`config.mk`:
```
export PLATFORM = sky130hd
export DESIGN_NAME = podule_bus_ctrl_flat
export DESIGN_NICKNAME = d
export VERILOG_FILES = /design/src/rtl/podule_bus_ctrl_pkg.sv /design/src/rtl/podule_bus_ctrl_if.sv /design/src/rtl/podule_bus_ctrl_tick_timer.sv /design/src/rtl/podule_bus_ctrl.sv /design/src/flat_wrapper.sv
export SDC_FILE = /design/constraint.sdc
export NUM_CORES = 1
export LEC_CHECK = 0
export BUFFER_PORTS_ARGS = -buffer_cell sky130_fd_sc_hd__buf_2
export CORE_MARGIN = 1.5
export CORE_UTILIZATION = 50
export DETAILED_ROUTE_END_ITERATION = 12
export GPL_TIMING_DRIVEN = 0
export MAX_ROUTING_LAYER = met4
export PLACE_DENSITY = 0.95
export SYNTH_ARGS = -nofsm -noshare
export SYNTH_HDL_FRONTEND = slang
export SYNTH_SLANG_ARGS = --single-unit
```
`constraint.sdc`:
```
create_clock -name clkcpu -period 5.9 [get_ports clkcpu]
set_clock_uncertainty 0.1 [all_clocks]
set_input_delay 1.18 -clock clkcpu [delete_from_list [all_inputs] [get_ports clkcpu]]
set_output_delay 1.18 -clock clkcpu [all_outputs]
set_load 0.02 [all_outputs]
```
`src/rtl/podule_bus_ctrl_pkg.sv`:
```
// -----------------------------------------------------------------------------
// podule_pkg
// Shared definitions for the podule bus controller and its tick timer:
//   - IOC cycle speed encodings (address bits [20:19])
//   - FSM state encodings
//   - slot count and tick counter width
//   - small helpers for slot decode and read-lane selection
// -----------------------------------------------------------------------------
package podule_pkg;

  localparam int SLOT_COUNT = 4;

  // Tick counter width. It saturates at the timeout limit (64), so 7 bits
  // always hold the count without wrapping.
  localparam int CNT_W = 7;

  typedef enum logic [1:0] {
    SPD_SLOW = 2'd0,
    SPD_MED  = 2'd1,
    SPD_FAST = 2'd2,
    SPD_SYNC = 2'd3
  } speed_e;

  typedef enum logic [2:0] {
    IDLE    = 3'd0,
    SETUP   = 3'd1,
    STROBE  = 3'd2,
    HOLD    = 3'd3,
    ACK     = 3'd4,
    RELEASE = 3'd5
  } state_e;

  // One-hot strobe for a slot number.
  function automatic logic [SLOT_COUNT-1:0] slot_onehot(input logic [1:0] slot);
    logic [SLOT_COUNT-1:0] oh;
    oh       = '0;
    oh[slot] = 1'b1;
    return oh;
  endfunction

  // Slot n drives its read data on bits [16n+15:16n] of the packed bus.
  function automatic logic [15:0] slot_lane(input logic [63:0] rdata,
                                            input logic [1:0]  slot);
    logic [15:0] lane;
    lane = rdata[15:0];
    case (slot)
      2'd0: lane = rdata[15:0];
      2'd1: lane = rdata[31:16];
      2'd2: lane = rdata[47:32];
      2'd3: lane = rdata[63:48];
      default: lane = rdata[15:0];
    endcase
    return lane;
  endfunction

endpackage

```
`src/rtl/podule_bus_ctrl_if.sv`:
```
// -----------------------------------------------------------------------------
// podule_bus_ctrl_if
// CPU-side wishbone bundle for the podule bus controller.
//   master modport : CPU side (drives cyc/stb/we/adr/speed/dat_i)
//   slave modport  : controller side (drives dat_o/ack/err)
//
// Handshake: a request is presented by holding wb_cyc & wb_stb high with
// wb_we/wb_adr/wb_speed/wb_dat_i valid in the same cycle. The controller
// captures the request once, answers with wb_ack high for exactly one cycle
// (wb_err qualifies that same cycle as a timeout, wb_dat_o is valid in it for
// reads), and then ignores the bus until wb_stb has been seen low. Dropping
// wb_stb before the ack abandons the request with no ack.
// -----------------------------------------------------------------------------
interface podule_bus_ctrl_if;

  logic        wb_cyc;
  logic        wb_stb;
  logic        wb_we;
  logic [13:0] wb_adr;
  logic [1:0]  wb_speed;
  logic [15:0] wb_dat_i;
  logic [15:0] wb_dat_o;
  logic        wb_ack;
  logic        wb_err;

  modport master (
    output wb_cyc, wb_stb, wb_we, wb_adr, wb_speed, wb_dat_i,
    input  wb_dat_o, wb_ack, wb_err
  );

  modport slave (
    input  wb_cyc, wb_stb, wb_we, wb_adr, wb_speed, wb_dat_i,
    output wb_dat_o, wb_ack, wb_err
  );

endinterface

```
`src/rtl/podule_bus_ctrl_tick_timer.sv`:
```
// -----------------------------------------------------------------------------
// podule_tick_timer
// Counts clk8m_en ticks for the podule cycle currently in progress.
//   clk, rst    : clock and synchronous active-high reset
//   clk8m_en    : 8 MHz tick enable, advances the counter
//   clk2m_en    : 2 MHz tick enable, start alignment for sync cycles
//   clear       : zero the counter (takes priority over counting)
//   count_en    : counter advances on clk8m_en while high
//   speed       : latched cycle speed, selects the strobe length
//   setup_go    : setup may end this cycle (always, or on clk2m_en for sync)
//   tick_done   : this tick brings the count to the strobe length
//   timeout     : this tick brings the count to TIMEOUT_TICKS
// -----------------------------------------------------------------------------
module podule_tick_timer
  import podule_pkg::*;
#(
  parameter int SLOW_TICKS    = 12,
  parameter int MED_TICKS     = 8,
  parameter int FAST_TICKS    = 4,
  parameter int SYNC_TICKS    = 4,
  parameter int TIMEOUT_TICKS = 64
) (
  input  logic   clk,
  input  logic   rst,
  input  logic   clk8m_en,
  input  logic   clk2m_en,
  input  logic   clear,
  input  logic   count_en,
  input  speed_e speed,
  output logic   setup_go,
  output logic   tick_done,
  output logic   timeout
);

  localparam logic [CNT_W-1:0] TO_LIM = CNT_W'(TIMEOUT_TICKS);

  logic [CNT_W-1:0] count_q, count_d;
  logic [CNT_W-1:0] count_inc;
  logic [CNT_W-1:0] target;
  logic             tick;

  assign tick      = count_en & clk8m_en;
  assign count_inc = count_q + CNT_W'(1);

  always_comb begin
    target = CNT_W'(SLOW_TICKS);
    case (speed)
      SPD_SLOW: target = CNT_W'(SLOW_TICKS);
      SPD_MED:  target = CNT_W'(MED_TICKS);
      SPD_FAST: target = CNT_W'(FAST_TICKS);
      SPD_SYNC: target = CNT_W'(SYNC_TICKS);
      default:  target = CNT_W'(SLOW_TICKS);
    endcase
  end

  // Sync cycles only start their strobe on a 2 MHz boundary; the others
  // leave setup after its single cycle.
  assign setup_go = (speed != SPD_SYNC) | clk2m_en;

  // Both compares look at the value the counter is about to take, so the
  // FSM changes state on the same edge as the terminal tick.
  assign tick_done = tick & (count_inc >= target);
  assign timeout   = tick & (count_inc >= TO_LIM);

  always_comb begin
    count_d = count_q;
    if (clear) begin
      count_d = '0;
    end else if (tick && (count_q < TO_LIM)) begin
      count_d = count_inc;
    end
  end

  always_ff @(posedge clk) begin
    if (rst) begin
      count_q <= '0;
    end else begin
      count_q <= count_d;
    end
  end

endmodule

```
`src/rtl/podule_bus_ctrl.sv`:
```
// -----------------------------------------------------------------------------
// podule_bus_ctrl
// Sequences CPU accesses to the four expansion podule slots with IOC cycle
// timing. One slot is strobed per access and one 16-bit result is returned
// with a single-cycle ack.
//   clkcpu, rst_i       : clock and synchronous active-high reset
//   clk8m_en, clk2m_en  : IOC tick enables
//   wb                  : CPU wishbone bundle (slave side)
//   slot_sel            : one-hot slot strobe
//   slot_we             : write qualifier, valid while the access is live
//   slot_adr/slot_wdata : latched slot offset and write data
//   slot_rdata          : slot n read data on bits [16n+15:16n]
//   slot_rdy            : slot n ready
//   slot_present        : slot n populated
//   dbg_state           : current FSM state
// -----------------------------------------------------------------------------
module podule_bus_ctrl
  import podule_pkg::*;
#(
  parameter int SLOW_TICKS    = 12,
  parameter int MED_TICKS     = 8,
  parameter int FAST_TICKS    = 4,
  parameter int SYNC_TICKS    = 4,
  parameter int TIMEOUT_TICKS = 64
) (
  input  logic                  clkcpu,
  input  logic                  rst_i,
  input  logic                  clk8m_en,
  input  logic                  clk2m_en,
  podule_bus_ctrl_if.slave      wb,
  output logic [SLOT_COUNT-1:0] slot_sel,
  output logic                  slot_we,
  output logic [11:0]           slot_adr,
  output logic [15:0]           slot_wdata,
  input  logic [63:0]           slot_rdata,
  input  logic [SLOT_COUNT-1:0] slot_rdy,
  input  logic [SLOT_COUNT-1:0] slot_present,
  output state_e                dbg_state
);

  state_e                state_q,    state_d;
  logic [1:0]            slot_q,     slot_d;
  speed_e                speed_q,    speed_d;
  logic                  we_q,       we_d;
  logic [11:0]           adr_q,      adr_d;
  logic [15:0]           wdata_q,    wdata_d;
  logic [15:0]           dat_q,      dat_d;
  logic                  ack_q,      ack_d;
  logic                  err_q,      err_d;
  logic [SLOT_COUNT-1:0] slot_sel_q, slot_sel_d;
  logic                  slot_we_q,  slot_we_d;

  logic timer_clear;
  logic timer_en;
  logic setup_go;
  logic tick_done;
  logic timeout;
  logic live_d;
  logic strobing_d;

  // The counter only runs while the slot is strobed. It restarts when the
  // strobe phase ends so the hold phase measures its own timeout.
  assign timer_en    = (state_q == STROBE) || (state_q == HOLD);
  assign timer_clear = !timer_en || ((state_q == STROBE) && tick_done);

  podule_tick_timer #(
    .SLOW_TICKS   (SLOW_TICKS),
    .MED_TICKS    (MED_TICKS),
    .FAST_TICKS   (FAST_TICKS),
    .SYNC_TICKS   (SYNC_TICKS),
    .TIMEOUT_TICKS(TIMEOUT_TICKS)
  ) u_timer (
    .clk      (clkcpu),
    .rst      (rst_i),
    .clk8m_en (clk8m_en),
    .clk2m_en (clk2m_en),
    .clear    (timer_clear),
    .count_en (timer_en),
    .speed    (speed_q),
    .setup_go (setup_go),
    .tick_done(tick_done),
    .timeout  (timeout)
  );

  always_comb begin
    state_d    = state_q;
    slot_d     = slot_q;
    speed_d    = speed_q;
    we_d       = we_q;
    adr_d      = adr_q;
    wdata_d    = wdata_q;
    dat_d      = dat_q;
    ack_d      = 1'b0;
    err_d      = 1'b0;
    live_d     = 1'b0;
    strobing_d = 1'b0;
    slot_sel_d = '0;
    slot_we_d  = 1'b0;

    case (state_q)
      IDLE: begin
        if (wb.wb_cyc && wb.wb_stb) begin
          // Every request field is captured here; later bus changes are
          // ignored for the rest of the access.
          slot_d  = wb.wb_adr[13:12];
          adr_d   = wb.wb_adr[11:0];
          we_d    = wb.wb_we;
          wdata_d = wb.wb_dat_i;
          speed_d = speed_e'(wb.wb_speed);
          if (slot_present[wb.wb_adr[13:12]]) begin
            state_d = SETUP;
          end else begin
            // Empty slot: answer at once with open-bus data, never strobe.
            state_d = ACK;
            ack_d   = 1'b1;
            if (!wb.wb_we) begin
              dat_d = 16'hFFFF;
            end
          end
        end
      end

      SETUP: begin
        if (!wb.wb_stb) begin
          state_d = IDLE;
        end else if (setup_go) begin
          state_d = STROBE;
        end
      end

      STROBE: begin
        if (!wb.wb_stb) begin
          state_d = IDLE;
        end else if (tick_done) begin
          state_d = HOLD;
        end
      end

      HOLD: begin
        if (!wb.wb_stb) begin
          state_d = IDLE;
        end else if (slot_rdy[slot_q]) begin
          state_d = ACK;
          ack_d   = 1'b1;
          if (!we_q) begin
            dat_d = slot_lane(slot_rdata, slot_q);
          end
        end else if (timeout) begin
          state_d = ACK;
          ack_d   = 1'b1;
          err_d   = 1'b1;
          dat_d   = 16'hFFFF;
        end
      end

      ACK: begin
        state_d = RELEASE;
      end

      RELEASE: begin
        // Holding the strobe after the ack must not start a second access.
        if (!wb.wb_stb) begin
          state_d = IDLE;
        end
      end

      default: begin
        state_d = IDLE;
      end
    endcase

    // Slot-side outputs follow the next state so they are registered and
    // line up with it: slot_sel rises entering STROBE and falls entering ACK
    // or on an abort.
    live_d     = (state_d == SETUP) || (state_d == STROBE) || (state_d == HOLD);
    strobing_d = (state_d == STROBE) || (state_d == HOLD);
    slot_sel_d = strobing_d ? slot_onehot(slot_d) : '0;
    slot_we_d  = live_d & we_d;
  end

  always_ff @(posedge clkcpu) begin
    if (rst_i) begin
      state_q    <= IDLE;
      slot_q     <= '0;
      speed_q    <= SPD_SLOW;
      we_q       <= 1'b0;
      adr_q      <= '0;
      wdata_q    <= '0;
      dat_q      <= 16'hFFFF;
      ack_q      <= 1'b0;
      err_q      <= 1'b0;
      slot_sel_q <= '0;
      slot_we_q  <= 1'b0;
    end else begin
      state_q    <= state_d;
      slot_q     <= slot_d;
      speed_q    <= speed_d;
      we_q       <= we_d;
      adr_q      <= adr_d;
      wdata_q    <= wdata_d;
      dat_q      <= dat_d;
      ack_q      <= ack_d;
      err_q      <= err_d;
      slot_sel_q <= slot_sel_d;
      slot_we_q  <= slot_we_d;
    end
  end

  assign wb.wb_dat_o = dat_q;
  assign wb.wb_ack   = ack_q;
  assign wb.wb_err   = err_q;
  assign slot_sel    = slot_sel_q;
  assign slot_we     = slot_we_q;
  assign slot_adr    = adr_q;
  assign slot_wdata  = wdata_q;
  assign dbg_state   = state_q;

endmodule

```
`src/flat_wrapper.sv`:
```
// flat-port wrapper written by rule: the top's interface ports become plain ports
module podule_bus_ctrl_flat import podule_pkg::*;
#(
  parameter int SLOW_TICKS    = 12,
  parameter int MED_TICKS     = 8,
  parameter int FAST_TICKS    = 4,
  parameter int SYNC_TICKS    = 4,
  parameter int TIMEOUT_TICKS = 64
)
  (clkcpu, rst_i, clk8m_en, clk2m_en, slot_sel, slot_we, slot_adr, slot_wdata, slot_rdata, slot_rdy, slot_present, dbg_state, wb_wb_cyc, wb_wb_stb, wb_wb_we, wb_wb_adr, wb_wb_speed, wb_wb_dat_i, wb_wb_dat_o, wb_wb_ack, wb_wb_err);
  podule_bus_ctrl_if wb_i ();
  input  logic clkcpu;
  input  logic rst_i;
  input  logic clk8m_en;
  input  logic clk2m_en;
  output logic [SLOT_COUNT-1:0] slot_sel;
  output logic slot_we;
  output logic [11:0] slot_adr;
  output logic [15:0] slot_wdata;
  input  logic [63:0] slot_rdata;
  input  logic [SLOT_COUNT-1:0] slot_rdy;
  input  logic [SLOT_COUNT-1:0] slot_present;
  output state_e dbg_state;
  input wire logic [$bits(wb_i.wb_cyc)-1:0] wb_wb_cyc;
  input wire logic [$bits(wb_i.wb_stb)-1:0] wb_wb_stb;
  input wire logic [$bits(wb_i.wb_we)-1:0] wb_wb_we;
  input wire logic [$bits(wb_i.wb_adr)-1:0] wb_wb_adr;
  input wire logic [$bits(wb_i.wb_speed)-1:0] wb_wb_speed;
  input wire logic [$bits(wb_i.wb_dat_i)-1:0] wb_wb_dat_i;
  output wire logic [$bits(wb_i.wb_dat_o)-1:0] wb_wb_dat_o;
  output wire logic [$bits(wb_i.wb_ack)-1:0] wb_wb_ack;
  output wire logic [$bits(wb_i.wb_err)-1:0] wb_wb_err;
  assign wb_i.wb_cyc = wb_wb_cyc;
  assign wb_i.wb_stb = wb_wb_stb;
  assign wb_i.wb_we = wb_wb_we;
  assign wb_i.wb_adr = wb_wb_adr;
  assign wb_i.wb_speed = wb_wb_speed;
  assign wb_i.wb_dat_i = wb_wb_dat_i;
  assign wb_wb_dat_o = wb_i.wb_dat_o;
  assign wb_wb_ack = wb_i.wb_ack;
  assign wb_wb_err = wb_i.wb_err;
  podule_bus_ctrl #(.SLOW_TICKS(SLOW_TICKS), .MED_TICKS(MED_TICKS), .FAST_TICKS(FAST_TICKS), .SYNC_TICKS(SYNC_TICKS), .TIMEOUT_TICKS(TIMEOUT_TICKS)) u_core (.clkcpu(clkcpu), .rst_i(rst_i), .clk8m_en(clk8m_en), .clk2m_en(clk2m_en), .wb(wb_i), .slot_sel(slot_sel), .slot_we(slot_we), .slot_adr(slot_adr), .slot_wdata(slot_wdata), .slot_rdata(slot_rdata), .slot_rdy(slot_rdy), .slot_present(slot_present), .dbg_state(dbg_state));
endmodule
```
# Yosys cells after proc, flatten, opt, wreduce, memory -nomap -nowiden

Index checks and enable logic that the tools add are counted.

Register bits: 66
Bits in latches: 0
Bits in writable memories: 0
ROM bits: 0
Input port bits: 111
Output and inout port bits: 54
Logic and storage cells: 106
Memories: 0

Add/subtract/negate cells: 1
Multipliers: 0
Divide/modulo/power cells: 0
Order comparisons: 7
Equality and inequality tests: 21
Shift operators: 0
Mux-type cells: 37
Bitwise logic cells: 8
Reductions and logical operators: 20

Operators by type and width:

| kind                                                      | count |
|---|---|
| 2-to-1 mux 16 bit                                         | 7 |
| case mux 16 bit (4 select lines)                          | 1 |
| case mux 16 bit (2 select lines)                          | 1 |
| 2-to-1 mux 3 bit                                          | 10 |
| case mux 7 bit (3 select lines)                           | 1 |
| case mux 3 bit (6 select lines)                           | 1 |
| equality test 3 x 2 -> 1 bit (second input constant)      | 4 |
| 2-to-1 mux 1 bit                                          | 10 |
| < comparator 2 x 3 -> 1 bit (second input constant)       | 3 |
| equality test 2 bit (second input constant)               | 4 |
| != test 2 bit (second input constant)                     | 4 |
| adder 7 x 1 -> 7 bit (second input constant)              | 1 |
| greater-or-equal comparator 7 bit                         | 1 |
| greater-or-equal comparator 7 bit (second input constant) | 1 |
| < comparator 7 bit (second input constant)                | 1 |
| AND reduction 7 bit                                       | 1 |
| equality test 3 x 1 -> 1 bit (second input constant)      | 2 |
| equality test 3 bit (second input constant)               | 2 |
| OR reduction 2 bit                                        | 3 |
| logical OR 1 bit                                          | 5 |
| AND 1 bit                                                 | 4 |
| binary-select mux 1 bit (select 2 bit)                    | 2 |
| equality test 2 x 1 -> 1 bit (second input constant)      | 2 |
| logical AND 1 bit                                         | 4 |
| 15 further kinds                                          | 19 |

# Logic depth before layout (Yosys ltp)

Word-level depth: 12
Mapped depth: 8
Mapped depth without buffers: 8

# Cells and area by module

Synthesis repeated with hierarchy kept, for this count alone.

Cell total of the unflattened synthesis: 354
Area, all modules: 3201.8 um2

By module, submodules not included:

| module            | instances | cells each | area an instance (um2) | sequential area each (um2) |
|---|---|---|---|---|
| podule_bus_ctrl   | 1         | 299        | 2740.1                 | 1181.1 |
| podule_tick_timer | 1         | 55         | 461.7                  | 140.1 |

# Least setup slack after synthesis

OpenSTA, ideal clock, no wires.

Path type: input-to-reg
From: input port slot_rdy[3]
To: register u_core.dat_q[10] (netlist: u_core.wb.wb_dat_o[10])
Library setup time: 0.132 ns
Arrival time: 2.530 ns
Data required time: 5.668 ns
Slack: 3.137 ns
Stages: 6
Path buffers: 1
Cells stage by stage: mux4_2 clkinv_1 nand3_1 a21oi_1 clkbuf_1 a21oi_1

Longest elaborated chain between the ends: 5
Elaborated cells on any way between the ends: 8
Classes of those cells: eq/ne (2); mux (5); reduce/logical (1)

Ends and longest elaborated chain:

| what                                     | line                   | text |
|---|---|---|
| start: declaration                       | flat_wrapper.sv:21     | `input logic [SLOT_COUNT-1:0] slot_rdy;` |
| binary-select mux 1 bit (select 2 bit) * | podule_bus_ctrl.sv:142 | `end else if (slot_rdy[slot_q]) begin` |
| 2-to-1 mux 1 bit (implied by the code) * | podule_bus_ctrl.sv:142 |  |
| 2-to-1 mux 16 bit                        | podule_bus_ctrl.sv:142 |  |
| 2-to-1 mux 16 bit                        | podule_bus_ctrl.sv:140 | `if (!wb.wb_stb) begin` |
| case mux 16 bit (2 select lines)         | podule_bus_ctrl.sv:100 | `case (state_q)` |
| end signal: assignment                   | podule_bus_ctrl.sv:201 | `dat_q <= dat_d;` |
| end: declaration                         | podule_bus_ctrl.sv:47  | `logic [15:0] dat_q, dat_d;` |

Mark *: on every way between the ends. The rest lies on a longest branch, timed or not. The select of a mux whose other input is x is not followed.
A chain may end at the register's enable or synchronous reset.

# Worst setup path in the final report

From: input port slot_rdy[3]
To: register u_core.dat_q[12] (netlist: u_core.wb.wb_dat_o[12])

The elaborated chain is that of the path after synthesis.

==> metrics.log <==
INFO  metric postLayoutCoreUtil = 70.3%
INFO  metric path_common_cell = sky130_fd_sc_hd__a21oi_1
INFO  metric chipWidth = 84.7 um
INFO  metric rsz_0062_raised_after_global_routing = no
INFO  metric report.power.total = 1.09 mW
INFO  metric first_pass_grt_wire_length = 16000 um
INFO  metric port-buffer-count = 163
INFO  metric postCtsSetupBuffers = 0
INFO  metric ys_warn_count = 0
INFO  metric class_of_the_tightest_hold_or_removal_check = flop to flop
INFO  metric async_flop_share = 0%
INFO  metric hp-start = u_core.slot_wdata[6]$_SDFFE_PP0P_
INFO  metric ant_nets = 0
INFO  metric cts-resized-gates = 0
INFO  metric clkTransAtPathRegs = 0.08 ns
INFO  metric synth_area_per_cell = 8.94 sq um
INFO  metric endpoint_kind = flop
INFO  metric routed-via-count = 3594
INFO  metric place_congestion = 0.868
INFO  metric final_hold_viol_count = 0
INFO  metric yosys_most_used_dff = sky130_fd_sc_hd__dfxtp_1
INFO  metric crit_type = input pin to flop
INFO  metric clock_tree_from_tritoncts = done
INFO  metric number_of_storage_elements_in_the_synthesis_netlist = 66
INFO  metric synthDistinctLibCells = 50
INFO  metric core.rowCount = 29
INFO  metric final.setup.worst_slack = 2.98 ns
INFO  metric fin_nets = 662
INFO  metric design.portCount = 165
INFO  metric max_slew_margin = 48.5%
INFO  metric setup.worst_path.start = slot_rdy[3]
INFO  metric met2_length = 5050 um
INFO  metric worst_skew_pair.late_latency = 0.33 ns
INFO  metric hold_path_depth = 2
INFO  metric mostFrequentLayoutCells = 169 x sky130_fd_sc_hd__buf_2, 76 x sky130_fd_sc_hd__nand2_1, 66 x sky130_fd_sc_hd__dfxtp_1, 54 x sky130_fd_sc_hd__a21oi_1, 24 x sky130_fd_sc_hd__nor2_1
INFO  metric number_of_antenna_violations_at_the_first_check_in_global_routing = 0
INFO  metric worst_r2r_startpoint = u_core.u_timer.count_q[0]$_SDFFE_PP0P_
INFO  metric routed_wirelength = 9900 um
INFO  metric wl_met3 = 654 um
INFO  metric reg2reg_setup_slack = 3.19 ns
INFO  metric final_common_cell = sky130_fd_sc_hd__buf_2
INFO  metric critPathLaunchType = input pin
INFO  metric path_buf_inv = 3
INFO  metric crit_family = buffers and inverters
INFO  metric drive_above_1_share = 38.6%
INFO  metric final_min_period_over_clock_period = 49.4%
INFO  metric timing.fmax = 343 MHz
INFO  metric critPathMaxFanout = 10
INFO  metric power_density = 243 nW/um^2
INFO  metric largest_net_degree_at_the_start_of_global_routing = 13
INFO  metric standard_cell_with_the_maximum_stage_delay_on_the_critical_path = sky130_fd_sc_hd__mux4_2
INFO  metric syn2layout_area_growth = 34.6%
INFO  metric post_synthesis_cell_type_with_the_largest_combined_area = sky130_fd_sc_hd__dfxtp_1
INFO  metric tritoncts_buffers = 9
INFO  metric total_nets_after_synthesis = 488
INFO  metric m1WireLength = 3930 um
INFO  metric effective_utilization_at_floorplan = 52.2%
INFO  metric hold_buffers = 0
INFO  metric grt_pass1_vias = 3560
INFO  metric transition_at_the_pin_with_the_smallest_max_transition_slack = 0.754 ns
INFO  metric synth_top_cells_by_area = sky130_fd_sc_hd__dfxtp_1 40%, sky130_fd_sc_hd__mux4_2 12%, sky130_fd_sc_hd__nand2_1 8.6%, sky130_fd_sc_hd__a21oi_1 8.1%, sky130_fd_sc_hd__o32ai_1 3.7%
INFO  metric cp_slowest_stage_delay = 0.52 ns
INFO  metric first_pass_iters = 6
INFO  metric worstPathArrival = 3.01 ns
INFO  metric p_leak = 1.92 nW
INFO  metric rr_worst_depth = 7
INFO  metric detail_route.wl_per_cell = 15.7 um
INFO  metric netlist.area_leader.share = 39.6%
INFO  metric maxCapViolations = 0
INFO  metric detail_route.vias_per_cell = 5.71
INFO  metric dr.max_layer_used = met4
INFO  metric mappedNetlistArea = 3340 sq um
INFO  metric dp_slack = 2.70 ns
INFO  metric antenna-diode-count = 0
INFO  metric post-route-drc-count = 0
INFO  metric synthesis.instances = 373
INFO  metric coreArea = 6390 sq um
INFO  metric crit_path_cell_trace = buf_2, mux4_2, clkinv_1, nand3_1, a21oi_1, clkbuf_1, a21oi_1
INFO  metric die_area = 7170 sq um
INFO  metric htree_levels = 3
INFO  metric max-clock-path-buffers = 2
INFO  metric sinks_on_the_clock_net = 66
INFO  metric timing.final.max_slew_violations = 0
INFO  metric seq_area_frac_synth = 39.6%
INFO  metric setup_total_negative_slack = 0 ns
INFO  metric grt_overflow = 0
INFO  metric ir_drop_worst_vdd = 0.260 mV
INFO  metric report.final.setup_viol = 0
INFO  metric min_to = u_core.slot_wdata[6]$_SDFFE_PP0P_
INFO  metric drt_iter0_markers = 306
INFO  metric crit_required = 6.00 ns
INFO  metric place.detailed.hpwl = 7700 um
INFO  metric global_route.usage.total = 28.7%
INFO  metric run_status = finished clean
INFO  metric cts-root-buf = sky130_fd_sc_hd__clkbuf_8
INFO  metric synth-edff-count = 0
INFO  metric chip_height = 84.7 um
INFO  metric finalCriticalPeriod = 2.92 ns
INFO  metric r2r_end = u_core.wb.wb_dat_o[12]$_SDFFE_PP1P_
power breakdown:
group          leakage (nW)  internal, mW  total, mW  switching, mW
Combinational          1.26        0.0741      0.160         0.0858
Clock                 0.117         0.282      0.465          0.182
Sequential            0.536         0.459      0.467        0.00820
Total                  1.92         0.815       1.09          0.276
cell type report:
cell class	count	area, sq um
Buffer	28	135
Clock buffer	10	128
Clock inverter	6	115
Fill cell	512	1900
Inverter	4	15.0
Multi-Input combinational cell	275	1860
Sequential cell	66	1320
Tap cell	77	96.3
Timing Repair Buffer	163	816
worst max path at each step:
stage                                               end  slack, ns  cells after the start
floorplan           u_core.wb.wb_dat_o[10]$_SDFFE_PP1P_       3.14                      6
global placement    u_core.wb.wb_dat_o[14]$_SDFFE_PP1P_       2.75                      7
detailed placement  u_core.wb.wb_dat_o[12]$_SDFFE_PP1P_       2.70                      7
CTS                 u_core.wb.wb_dat_o[12]$_SDFFE_PP1P_       3.05                      7
global route        u_core.wb.wb_dat_o[15]$_SDFFE_PP1P_       2.93                      7
finish              u_core.wb.wb_dat_o[12]$_SDFFE_PP1P_       2.98                      7
routing by layer:
| metal | vias to the layer above | GRT usage, % |
|---|---|---|
| met5 | - | - |
| met4 | 0 | 11.7 |
| met3 | 25 | 5.51 |
| met2 | 179 | 48.9 |
| met1 | 1686 | 33.0 |
| li1 | 1704 | - |
stage by stage:
step	instance area [sq um]	hold slack, ns	std cells
floorplan	3340	0.346	373
global placement	4250	0.340	613
detailed placement	4250	0.346	613
CTS	4490	0.356	629
global route	4490	0.377	629
finish	4490	0.353	629
worst min-delay path, stage by stage (launching register included):
cell and delay, ns:
sky130_fd_sc_hd__dfxtp_1 0.31, sky130_fd_sc_hd__nand2_1 0.05, sky130_fd_sc_hd__a21oi_1 0.05
Yosys cell counts (2+ instances only):
cell,number
sky130_fd_sc_hd__a21oi_1,54
sky130_fd_sc_hd__dfxtp_1,66
sky130_fd_sc_hd__nor3_1,13
sky130_fd_sc_hd__buf_2,6
sky130_fd_sc_hd__clkbuf_1,18
sky130_fd_sc_hd__nor3b_1,3
sky130_fd_sc_hd__a211oi_1,4
sky130_fd_sc_hd__inv_1,2
sky130_fd_sc_hd__xor2_1,4
sky130_fd_sc_hd__mux4_2,18
sky130_fd_sc_hd__a2111oi_0,3
sky130_fd_sc_hd__nand3_1,7
sky130_fd_sc_hd__a31oi_1,3
sky130_fd_sc_hd__nor2_1,24
sky130_fd_sc_hd__xnor2_1,4
sky130_fd_sc_hd__and3_1,3
sky130_fd_sc_hd__and3b_1,2
sky130_fd_sc_hd__nand2b_1,5
sky130_fd_sc_hd__nand3b_1,5
sky130_fd_sc_hd__o211ai_1,2
sky130_fd_sc_hd__buf_6,3
sky130_fd_sc_hd__nand2_1,76
sky130_fd_sc_hd__a211o_1,3
sky130_fd_sc_hd__or3_1,3
sky130_fd_sc_hd__o32ai_1,14
sky130_fd_sc_hd__ha_1,4
sequential cells by signal (all words and copies together), names as in the netlist:
register                flops
u_core.u_timer.count_q      7
u_core.wb.wb_ack            1
u_core.slot_we              1
u_core.slot_sel             4
u_core.slot_adr            12
u_core.we_q                 1
u_core.slot_wdata          16
u_core.wb.wb_err            1
u_core.wb.wb_dat_o         16
u_core.speed_q              2
u_core.dbg_state            3
u_core.slot_q               2
cell families after synthesis:
| logic type | after synthesis | share of synthesized area [%] |
|---|---|---|
| multiplexers | 19 | 12.5 |
| buffers and inverters | 32 | 4.50 |
| XOR/XNOR | 8 | 2.10 |
| AND/OR/NAND/NOR | 154 | 22.2 |
| adder cells (fa/ha/maj) | 4 | 1.50 |
| flip-flops | 66 | 39.6 |
| AO/OA/AOI/OAI | 90 | 17.7 |
(Power assumes the default switching activity.)
